## config.mk

```make
export PLATFORM = sky130hd
export DESIGN_NAME = load_store_unit_flat
export DESIGN_NICKNAME = d
export VERILOG_FILES = /design/src/rtl/definitions.sv /design/src/rtl/load_store_unit_if.sv /design/src/rtl/lsu_data_align.sv /design/src/rtl/load_store_unit.sv /design/src/flat_wrapper.sv
export SDC_FILE = /design/constraint.sdc
export NUM_CORES = 1
export LEC_CHECK = 0
export BUFFER_PORTS_ARGS = -buffer_cell sky130_fd_sc_hd__buf_2
export CELL_PAD_IN_SITES_DETAIL_PLACEMENT = 1
export CELL_PAD_IN_SITES_GLOBAL_PLACEMENT = 2
export CORE_MARGIN = 4
export CORE_UTILIZATION = 36
export CTS_CLUSTER_SIZE = 10
export DETAILED_ROUTE_END_ITERATION = 6
export GPL_TIMING_DRIVEN = 0
export PLACE_DENSITY_LB_ADDON = 0.1
export SLEW_MARGIN = 20
export SYNTH_ARGS = -nofsm -noshare
export SYNTH_HDL_FRONTEND = slang
export SYNTH_SLANG_ARGS = --single-unit
```

## constraint.sdc

```tcl
create_clock -name clk -period 3.4 [get_ports clk]
set_clock_uncertainty 0.05 [all_clocks]
set_input_delay 0.17 -clock clk [delete_from_list [all_inputs] [get_ports clk]]
set_output_delay 0.17 -clock clk [all_outputs]
set_load 0.1 [all_outputs]
```

## src/rtl/definitions.sv

```systemverilog
// Shared core definitions: memory-operation encoding plus load/store unit types.
package definitions;

   typedef enum logic [2:0] {
      ld_byte_s, ld_byte_u, ld_half_s, ld_half_u, ld_word,
      str_byte, str_half_word, str_word
   } mem_operation_t;

   typedef enum logic [2:0] {IDLE, REQ1, WAIT1, REQ2, WAIT2, RESP} lsu_state_t;

   localparam logic [3:0] BE_BYTE = 4'b0001;
   localparam logic [3:0] BE_HALF = 4'b0011;
   localparam logic [3:0] BE_WORD = 4'b1111;

   typedef struct packed {
      mem_operation_t op;
      logic [31:0]    addr;
      logic [31:0]    wdata;
   } lsu_req_t;

   // Unshifted lane mask for the access size.
   function automatic logic [3:0] op_be(input mem_operation_t op);
      case (op)
         ld_byte_s, ld_byte_u, str_byte:      return BE_BYTE;
         ld_half_s, ld_half_u, str_half_word: return BE_HALF;
         default:                             return BE_WORD;
      endcase
   endfunction

   function automatic logic op_is_store(input mem_operation_t op);
      return (op == str_byte) || (op == str_half_word) || (op == str_word);
   endfunction

endpackage

```

## src/rtl/load_store_unit_if.sv

```systemverilog
// Execute-side request/response handshake and data-memory bus of the load/store unit.
interface load_store_unit_if;
   import definitions::*;

   logic           req_valid;
   logic           req_ready;
   mem_operation_t mem_op;
   logic [31:0]    addr;
   logic [31:0]    wdata;
   logic           rsp_valid;
   logic [31:0]    rsp_rdata;
   logic           rsp_err;
   logic           mem_req;
   logic           mem_we;
   logic [29:0]    mem_addr;
   logic [3:0]     mem_be;
   logic [31:0]    mem_wdata;
   logic           mem_gnt;
   logic           mem_rvalid;
   logic [31:0]    mem_rdata;

   // slave: the LSU itself; master: execute stage plus data memory around it
   modport slave (
      input  req_valid, mem_op, addr, wdata, mem_gnt, mem_rvalid, mem_rdata,
      output req_ready, rsp_valid, rsp_rdata, rsp_err,
             mem_req, mem_we, mem_addr, mem_be, mem_wdata
   );
   modport master (
      output req_valid, mem_op, addr, wdata, mem_gnt, mem_rvalid, mem_rdata,
      input  req_ready, rsp_valid, rsp_rdata, rsp_err,
             mem_req, mem_we, mem_addr, mem_be, mem_wdata
   );
endinterface

```

## src/rtl/lsu_data_align.sv

```systemverilog
// Combinational lane alignment: byte enables and store shifting for both beats,
// plus load extraction and sign/zero extension from the {beat2, beat1} pair.
module lsu_data_align
   import definitions::*;
(
   input  mem_operation_t op,
   input  logic [1:0]     off,
   input  logic [31:0]    wdata,
   input  logic [31:0]    beat1,
   input  logic [31:0]    beat2,
   output logic [3:0]     be1,
   output logic [3:0]     be2,
   output logic [31:0]    wdata1,
   output logic [31:0]    wdata2,
   output logic           split,
   output logic           misaligned,
   output logic [31:0]    rdata
);
   logic [4:0]  sh;
   logic [7:0]  be_pair;
   logic [63:0] wd_pair;
   logic [31:0] rd_word;

   assign sh = {off, 3'b000};

   // Lanes shifted past bit 3 spill into the following word
   assign be_pair         = {4'b0000, op_be(op)} << off;
   assign {be2, be1}      = be_pair;
   assign wd_pair         = {32'h0, wdata} << sh;
   assign {wdata2, wdata1} = wd_pair;
   assign split           = |be2;
   assign misaligned      = ((op_be(op) == BE_HALF) && off[0]) ||
                            ((op_be(op) == BE_WORD) && (off != 2'b00));
   assign rd_word         = 32'({beat2, beat1} >> sh);

   always_comb begin
      rdata = '0;
      unique case (op)
         ld_byte_s: rdata = {{24{rd_word[7]}}, rd_word[7:0]};
         ld_byte_u: rdata = {24'h0, rd_word[7:0]};
         ld_half_s: rdata = {{16{rd_word[15]}}, rd_word[15:0]};
         ld_half_u: rdata = {16'h0, rd_word[15:0]};
         ld_word:   rdata = rd_word;
         default:   rdata = '0;
      endcase
   end
endmodule

```

## src/rtl/load_store_unit.sv

```systemverilog
// Load/store unit: one access per handshake onto a word bus with grant/valid beats.
// Define LSU_MISALIGNED_SPLIT_EN to perform misaligned accesses (two beats when crossing a word).
module load_store_unit
   import definitions::*;
#(
   parameter int DATA_W = 32
) (
   input logic              clk,
   input logic              rstN,
   load_store_unit_if.slave bus
);
`ifdef LSU_MISALIGNED_SPLIT_EN
   localparam bit SPLIT_EN = 1'b1;
`else
   localparam bit SPLIT_EN = 1'b0;
`endif

   lsu_state_t        state, state_nxt;
   lsu_req_t          req_q, req_cur;
   logic [DATA_W-1:0] beat1_q, beat1, ld_data, wdata1, wdata2;
   logic [3:0]        be1, be2;
   logic              split, misaligned, reject, need_split;
   logic              enter_req1, enter_req2, enter_resp;

   // In IDLE the live request drives alignment so REQ1 fields are ready on entry
   always_comb begin
      req_cur = req_q;
      if (state == IDLE) begin
         req_cur.op    = bus.mem_op;
         req_cur.addr  = bus.addr;
         req_cur.wdata = bus.wdata;
      end
   end

   assign beat1 = (state == WAIT1) ? bus.mem_rdata : beat1_q;

   lsu_data_align u_align (
      .op(req_cur.op), .off(req_cur.addr[1:0]), .wdata(req_cur.wdata),
      .beat1(beat1), .beat2(bus.mem_rdata),
      .be1(be1), .be2(be2), .wdata1(wdata1), .wdata2(wdata2),
      .split(split), .misaligned(misaligned), .rdata(ld_data)
   );

   assign reject        = misaligned && !SPLIT_EN;
   assign need_split    = split && SPLIT_EN;
   assign bus.req_ready = (state == IDLE);

   always_ff @(posedge clk or negedge rstN) begin
      if (!rstN) state <= IDLE;
      else       state <= state_nxt;
   end

   always_comb begin
      state_nxt = state;
      unique case (state)
         IDLE:    if (bus.req_valid)  state_nxt = reject ? RESP : REQ1;
         REQ1:    if (bus.mem_gnt)    state_nxt = WAIT1;
         WAIT1:   if (bus.mem_rvalid) state_nxt = need_split ? REQ2 : RESP;
         REQ2:    if (bus.mem_gnt)    state_nxt = WAIT2;
         WAIT2:   if (bus.mem_rvalid) state_nxt = RESP;
         RESP:                        state_nxt = IDLE;
         default:                     state_nxt = IDLE;
      endcase
   end

   assign enter_req1 = (state_nxt == REQ1) && (state != REQ1);
   assign enter_req2 = (state_nxt == REQ2) && (state != REQ2);
   assign enter_resp = (state_nxt == RESP);

   always_ff @(posedge clk or negedge rstN) begin
      if (!rstN) begin
         req_q         <= '0;
         beat1_q       <= '0;
         bus.rsp_valid <= 1'b0;
         bus.rsp_err   <= 1'b0;
         bus.rsp_rdata <= '0;
         bus.mem_req   <= 1'b0;
         bus.mem_we    <= 1'b0;
         bus.mem_addr  <= '0;
         bus.mem_be    <= '0;
         bus.mem_wdata <= '0;
      end else begin
         if ((state == IDLE) && bus.req_valid) req_q   <= req_cur;
         if ((state == WAIT1) && bus.mem_rvalid) beat1_q <= bus.mem_rdata;
         bus.rsp_valid <= enter_resp;
         bus.mem_req   <= (state_nxt == REQ1) || (state_nxt == REQ2);
         if (enter_req1) begin
            bus.mem_we    <= op_is_store(req_cur.op);
            bus.mem_addr  <= req_cur.addr[DATA_W-1:2];
            bus.mem_be    <= be1;
            bus.mem_wdata <= wdata1;
         end
         // Second beat targets the next word; the 30-bit add wraps on its own
         if (enter_req2) begin
            bus.mem_addr  <= req_q.addr[DATA_W-1:2] + 30'd1;
            bus.mem_be    <= be2;
            bus.mem_wdata <= wdata2;
         end
         // RESP is entered straight from IDLE only for a rejected access
         if (enter_resp) begin
            bus.rsp_err   <= (state == IDLE);
            bus.rsp_rdata <= (state == IDLE) ? '0 : ld_data;
         end
      end
   end
endmodule

```

## src/flat_wrapper.sv

```systemverilog
// flat-port wrapper written by rule: the top's interface ports become plain ports
module load_store_unit_flat import definitions::*;
#(
   parameter int DATA_W = 32
)
  (clk, rstN, bus_req_valid, bus_mem_op, bus_addr, bus_wdata, bus_mem_gnt, bus_mem_rvalid, bus_mem_rdata, bus_req_ready, bus_rsp_valid, bus_rsp_rdata, bus_rsp_err, bus_mem_req, bus_mem_we, bus_mem_addr, bus_mem_be, bus_mem_wdata);
  load_store_unit_if bus_i ();
  input logic clk;
  input logic rstN;
  input wire logic [$bits(bus_i.req_valid)-1:0] bus_req_valid;
  input wire logic [$bits(bus_i.mem_op)-1:0] bus_mem_op;
  input wire logic [$bits(bus_i.addr)-1:0] bus_addr;
  input wire logic [$bits(bus_i.wdata)-1:0] bus_wdata;
  input wire logic [$bits(bus_i.mem_gnt)-1:0] bus_mem_gnt;
  input wire logic [$bits(bus_i.mem_rvalid)-1:0] bus_mem_rvalid;
  input wire logic [$bits(bus_i.mem_rdata)-1:0] bus_mem_rdata;
  output wire logic [$bits(bus_i.req_ready)-1:0] bus_req_ready;
  output wire logic [$bits(bus_i.rsp_valid)-1:0] bus_rsp_valid;
  output wire logic [$bits(bus_i.rsp_rdata)-1:0] bus_rsp_rdata;
  output wire logic [$bits(bus_i.rsp_err)-1:0] bus_rsp_err;
  output wire logic [$bits(bus_i.mem_req)-1:0] bus_mem_req;
  output wire logic [$bits(bus_i.mem_we)-1:0] bus_mem_we;
  output wire logic [$bits(bus_i.mem_addr)-1:0] bus_mem_addr;
  output wire logic [$bits(bus_i.mem_be)-1:0] bus_mem_be;
  output wire logic [$bits(bus_i.mem_wdata)-1:0] bus_mem_wdata;
  assign bus_i.req_valid = bus_req_valid;
  assign bus_i.mem_op = bus_mem_op;
  assign bus_i.addr = bus_addr;
  assign bus_i.wdata = bus_wdata;
  assign bus_i.mem_gnt = bus_mem_gnt;
  assign bus_i.mem_rvalid = bus_mem_rvalid;
  assign bus_i.mem_rdata = bus_mem_rdata;
  assign bus_req_ready = bus_i.req_ready;
  assign bus_rsp_valid = bus_i.rsp_valid;
  assign bus_rsp_rdata = bus_i.rsp_rdata;
  assign bus_rsp_err = bus_i.rsp_err;
  assign bus_mem_req = bus_i.mem_req;
  assign bus_mem_we = bus_i.mem_we;
  assign bus_mem_addr = bus_i.mem_addr;
  assign bus_mem_be = bus_i.mem_be;
  assign bus_mem_wdata = bus_i.mem_wdata;
  load_store_unit #(.DATA_W(DATA_W)) u_core (.clk(clk), .rstN(rstN), .bus(bus_i));
endmodule
```

# After elaboration in Yosys (flattened, before gate mapping)
# Index checks and enable logic that the tools add are counted.
# word_totals
in_bits	104
register_bits	204
wordCells	69
output_inout_bits	103
# classes
n_reduce_logical	17
n_addsub	1
eq_ne	18
shifts	3
mux	17
# ops
operator	count
32-bit one-hot mux with 5 select lines	1
32-bit two-way mux	4
67-bit two-way mux	1
32-bit by 5-bit left shift with 64-bit output	1
64-bit by 5-bit >> shifter with 32-bit output	1
30-bit two-way mux	2
30-bit by 1-bit adder with 30-bit output, second input constant	1
3-bit == test, second input constant	6
3-bit by 2-bit == test with 1-bit output, second input constant	5
3-bit two-way mux	5
3-bit one-hot mux with 4 select lines	1
3-bit by 1-bit == test with 1-bit output, second input constant	3
4-bit two-way mux	2
4-bit one-hot mux with 2 select lines	1
4-bit by 2-bit left shift with 8-bit output	1
1-bit logical AND	6
3-bit logical NOT	2
3-bit OR reduction	2
4-bit by 2-bit == test with 1-bit output, second input constant	1
4-bit == test, second input constant	1
1-bit logical OR	4
2-bit nonzero test	2
3-bit by 1-bit != test with 1-bit output, second input constant	1
3-bit by 2-bit != test with 1-bit output, second input constant	1
2-bit OR reduction	1

# Longest topological paths before layout
# logic_depth
word_depth	15
mapped_depth	9
depth_no_buf	6

# Cells and area by module
# From an unflattened synthesis, not the netlist that was laid out.
# unflattened
cells_unflattened	822
hier_area_um2	11001.8
# by_module_without_submodules
module	seq_area_each_um2	instances	area_per_inst_um2	cells_per_inst
load_store_unit	5104.9	1	8927.3	573
lsu_data_align	0.0	1	2074.5	249

# Worst setup path after synthesis
# Ideal clock, no wire load.
# synth_path
kind	reg-to-reg
startpoint	reg u_core.state[1]
endpoint	reg u_core.bus.mem_addr[20] (netlist bit)
t_required_ns	3.280
slack_ns	0.624
arrival_ns	2.656
stages_incl_launch_ff	9
setup_time_ns	0.070
n_path_buf	3
period_less_slack_ns	2.776
cell_sequence	dfrtp_1 > buf_4 > or3_4 > inv_6 > clkbuf_1 > buf_1 > nand2_1 > nand2_1 > mux2_1
# synth_via
elab_chain_cells	14
word_cells_on_any_way	37
classes_between	15 x eq/ne; 10 x mux; 12 x reduce/logical
# synth_rtl
element	line	text
from (decl)	load_store_unit.sv:18	lsu_state_t state, state_nxt;
from (signal assigned)	load_store_unit.sv:50	else state <= state_nxt;
3-bit logical NOT *	-	
via bus_req_ready	flat_wrapper.sv:17	output wire logic [$bits(bus_i.req_ready)-1:0] bus_req_ready;
67-bit two-way mux	load_store_unit.sv:28	if (state == IDLE) begin
3-bit by 2-bit == test with 1-bit output, or another cell as far along	definitions.sv:23	case (op)
3-bit OR reduction	definitions.sv:23	
4-bit one-hot mux with 2 select lines	definitions.sv:23	
4-bit by 2-bit == test with 1-bit output / 4-bit == test (equally long branches)	lsu_data_align.sv:32, lsu_data_align.sv:33	
1-bit logical AND (on tied branches)	lsu_data_align.sv:32, lsu_data_align.sv:33	
1-bit logical OR	lsu_data_align.sv:32	assign misaligned = ((op_be(op) == BE_HALF) && off[0]) ||
3-bit two-way mux (2 in series)	load_store_unit.sv:56	IDLE: if (bus.req_valid) state_nxt = reject ? RESP : REQ1;
3-bit one-hot mux with 4 select lines	load_store_unit.sv:55	unique case (state)
3-bit by 2-bit == test with 1-bit output / 3-bit by 1-bit == test with 1-bit output (equally long branches)	load_store_unit.sv:67, load_store_unit.sv:66	
1-bit logical AND (on tied branches)	load_store_unit.sv:67, load_store_unit.sv:66	
30-bit two-way mux / 2-bit nonzero test (equally long branches)	-	
to (signal assigned)	load_store_unit.sv:89	bus.mem_addr <= req_cur.addr[DATA_W-1:2];
to (signal assigned)	load_store_unit.sv:95	bus.mem_addr <= req_q.addr[DATA_W-1:2] + 30'd1;
to (decl)	load_store_unit_if.sv:26	mem_req, mem_we, mem_addr, mem_be, mem_wdata
# Mark *: on every way through the listed nets, which the timed path passes. The rest lies on a longest branch. The select of a mux whose other input is x is not followed.
# A chain may end at the register's enable or synchronous reset.

# Final worst setup path
# layout_path
startpoint	reg u_core.state[2]
endpoint	reg u_core.bus.rsp_rdata[12]
# layout_via
elab_chain_cells	12
word_cells_on_any_way	34
classes_between	13 x eq/ne; 1 x shift; 11 x mux; 9 x reduce/logical
# layout_rtl
element	line	text
3-bit logical NOT	load_store_unit.sv:28, load_store_unit.sv:55, load_store_unit.sv:102	
67-bit two-way mux	load_store_unit.sv:28	
3-bit by 2-bit == test with 1-bit output, or another cell as far along	definitions.sv:23, lsu_data_align.sv:38	
3-bit OR reduction	definitions.sv:23	
4-bit one-hot mux with 2 select lines	definitions.sv:23	
4-bit by 2-bit == test with 1-bit output / 4-bit == test (equally long branches)	lsu_data_align.sv:32, lsu_data_align.sv:33	
1-bit logical AND (on tied branches)	lsu_data_align.sv:32, lsu_data_align.sv:33	
1-bit logical OR	lsu_data_align.sv:32	
3-bit two-way mux (2 in series)	load_store_unit.sv:56	
3-bit one-hot mux with 4 select lines	load_store_unit.sv:55	
3-bit == test	load_store_unit.sv:68	assign enter_resp = (state_nxt == RESP);
to (signal assigned)	load_store_unit.sv:102	bus.rsp_rdata <= (state == IDLE) ? '0 : ld_data;
to (decl)	load_store_unit_if.sv:25	output req_ready, rsp_valid, rsp_rdata, rsp_err,
# Several ways; a longest one is shown, not always the timed one.

==> flow_metrics.py <==
metrics = {
    "status": {
        "status": "finished, final reports clean",
    },
    "critical_path": {
        "cp_cell_sequence": "buf_2 -> o31ai_1 -> and2_1 -> buf_2 -> buf_6 -> a211oi_1 -> o211ai_1 -> o2111ai_1",
        "startpoint_type": "flip-flop",
        "max_stage_delay_ns": 0.90,
        "crit_top_cell": "buf_2",
        "criticalPathCategory": "reg -> reg",
        "critPathMaxFanout": 10,
        "cp_slowest_cell": "o211ai_1",
        "worst_setup_path_end_kind": "flip-flop",
        "worstPathArrival_ns": 3.39,
        "worst_ep_required_time_ns": 3.69,
    },
    "logic_synthesis": {
        "synthDistinctLibCells": 59,
        "synthTopCellsByArea": "dfrtp_1, mux2_2, mux2i_1",
        "synthCells": 965,
        "synth-seq-cells": 204,
        "yosysTopAreaCell": "dfrtp_1",
        "syn_nets": 1069,
        "synthFlopType": "dfrtp_1",
        "synth_top_cell_area_share_pct": 47.30,
        "yosysSeqAreaShare_pct": 47.30,
        "yosysWarnings": 0,
        "synth-edff-count": 0,
        "synthArstFlopShare_pct": 100.0,
        "syn_area_per_cell_um2": 11.18,
        "netlist_area_um2": 10790,
    },
    "drt": {
        "routed_via_density": 5.117,
        "routed_wl_um": 35350,
        "drtIter0Drc": 349,
        "drtAntennaViolNets": 0,
        "drc": 0,
        "num_vias": 8719,
        "detail_route.first_pass.iterations": 4,
        "routedWlPerCell_um": 20.74,
    },
    "floorplan": {
        "die_w_um": 181.1,
        "die-area_um2": 32810,
        "core_region_area_um2": 29640,
        "boundaryPins": 207,
        "die_h_um": 181.1,
        "placementRows": 63,
        "start_util_pct": 36.42,
    },
    "global_routing": {
        "grt.busiest_layer": "met2",
        "grt.overflow.total": 0,
        "gr-usage-met3_pct": 2.839,
        "grt_util_met2_pct": 36.07,
        "grtUsageMet1_pct": 29.23,
        "grt_first_pass_wirelength_um": 55910,
        "grt_pass1_vias": 9601,
        "grt_usage_pct": 21.20,
        "antenna_found_initial": 1,
        "grt_max_degree": 88,
    },
    "job": {
        "maxCapViolations": 0,
    },
    "cts": {
        "htreeDepth": 1,
        "cts_made_buffers": 26,
        "cts.path.max_buffers": 3,
        "cts_sinks": 204,
        "cts-resized-gates": 0,
        "cts_tree": "yes",
        "clkLatencyLatePin_ns": 0.53,
        "cts_root_buf": "clkbuf_16",
        "cts.clk_slew.worst_paths_ns": 0.06,
    },
    "worst_hold_path": {
        "hold_class": "in -> reg",
    },
    "placement": {
        "place_congestion": 0.7848,
        "numPortBuffers": 205,
        "dp_hpwl_um": 25540,
    },
    "sta": {
        "whs_ns": 0.07148,
        "max_slew.worst_pin.slew_ns": 1.123,
        "fmax_ghz": 0.3220,
        "finalCriticalPeriod_ns": 3.106,
        "rsz0062_at_grt": "no",
        "slew_violations": 0,
        "max-slew-margin-rel_pct": 24.80,
        "fin_crit_sh_pct": 91.35,
        "hold_violations": 0,
        "setup_violations": 0,
    },
    "final_layout": {
        "multi_input_area_um2": 5147,
        "drive_above_1_share_pct": 32.34,
        "regArea_um2": 5105,
        "diodes": 0,
        "fillCellCount": 3311,
        "area_growth_pct": 30.92,
        "nets": 1403,
    },
}
per-stage QoR:
stage               setup TNS, ns  std cells  utilization, %  setup slack, ns  cell area [um^2]
global placement          -365.03       1560           41.52           -1.810             12310
floorplan                       0        965               -           0.6236             10790
detailed placement              0       1562           41.74           0.3102             12370
finish                          0       1704           47.67           0.2940             14130
global route                    0       1704           47.67          0.06620             14130
CTS                             0       1704           47.67           0.3126             14130
cells in the final DEF (no fill, tap or decap), drive strengths merged, types with 17 or more instances in the layout:
| master | count |
|---|---|
| a211oi | 18 |
| a21oi | 22 |
| buf | 250 |
| clkbuf | 60 |
| dfrtp | 204 |
| dlygate4sd3 | 100 |
| inv | 44 |
| mux2 | 165 |
| mux2i | 112 |
| nand2 | 155 |
| nand3 | 17 |
| nor2 | 24 |
| o211ai | 28 |
critical path: cells and delay by family (launching register included):
family	cells	cell delay, ns
AND/OR/NAND/NOR	1	0.19
AO/OA/AOI/OAI	4	1.68
buffers and inverters	3	0.61
flip-flops	1	0.37
cell usage after synthesis (3+ instances only):
library cell    n
clkbuf_1       22
nor3_1          3
a211oi_1       17
nor2b_1        12
a21o_1          9
nand2_1       153
buf_2          20
inv_1          43
a221oi_2        3
mux2i_1       112
a2bb2oi_1       8
o2111ai_1      14
o22ai_1         8
mux2_1         35
nand3_1        17
buf_6           9
a21oi_1        22
buf_1           7
o21ai_0         6
a22o_1          7
buf_4           6
nor2_1         24
mux2_2        130
and3_1          3
dfrtp_1       204
o211ai_1       28
path summary, 6_finish.rpt:
kind	start	end	slack, ns	cells past startpoint
worst max-delay path	u_core.state[2]	u_core.bus.rsp_rdata[12]	0.29	8
worst min-delay path	bus_mem_rvalid	u_core.state[1]	0.07	3
worst max register to register	u_core.state[2]	u_core.bus.rsp_rdata[12]	0.29	8
worst min register to register	u_core.bus.mem_wdata[1]	u_core.bus.mem_wdata[1]	0.43	1
max in group asynchronous	rstN	u_core.req_q[42]	2.45	3
min in group asynchronous	rstN	u_core.beat1_q[17]	0.08	2
what timing repair did:
| action | CTS | global route |
|---|---|---|
| buffers inserted | 0 | 0 |
| hold endpoints to repair | 347 | 0 |
| hold buffers | 100 | 0 |
| setup endpoints to repair | 1 | 0 |
sequential cells by signal (all words and copies together) (netlist names):
register / cells
u_core.bus.mem_we: 1
u_core.bus.mem_req: 1
u_core.bus.rsp_valid: 1
u_core.bus.rsp_err: 1
u_core.bus.mem_addr: 30
u_core.bus.mem_be: 4
u_core.bus.mem_wdata: 32
u_core.beat1_q: 32
u_core.bus.rsp_rdata: 32
u_core.req_q: 67
u_core.state: 3
metal layers:
layer	share of wire [%]	wire, um
met1	46	16340
met4	1.9	682
met5	0.020	7
met2	48	16920
met3	3.9	1388
final cells by class:
cell class,instances,area share (%)
Inverter,44,1.204
Multi-Input combinational cell,652,36.43
Buffer,64,2.595
Sequential cell,204,36.13
Tap cell,390,3.453
Clock buffer,39,5.242
Clock inverter,4,0.1417
Timing Repair Buffer,307,14.81
logic make-up (layout without fill, tap and decap cells):
logic type	count (synthesis)	in the layout	share of synthesized area, %
flops	204	204	47.30
buf+inv	109	458	5.008
simple gates	229	229	9.402
xor+xnor	3	3	0.2435
compound gates	143	143	10.45
mux	277	277	27.60
Power is left out: the tool's default activity adds up to more than one toggle a clock period on the data nets, which glitch-free logic cannot reach.
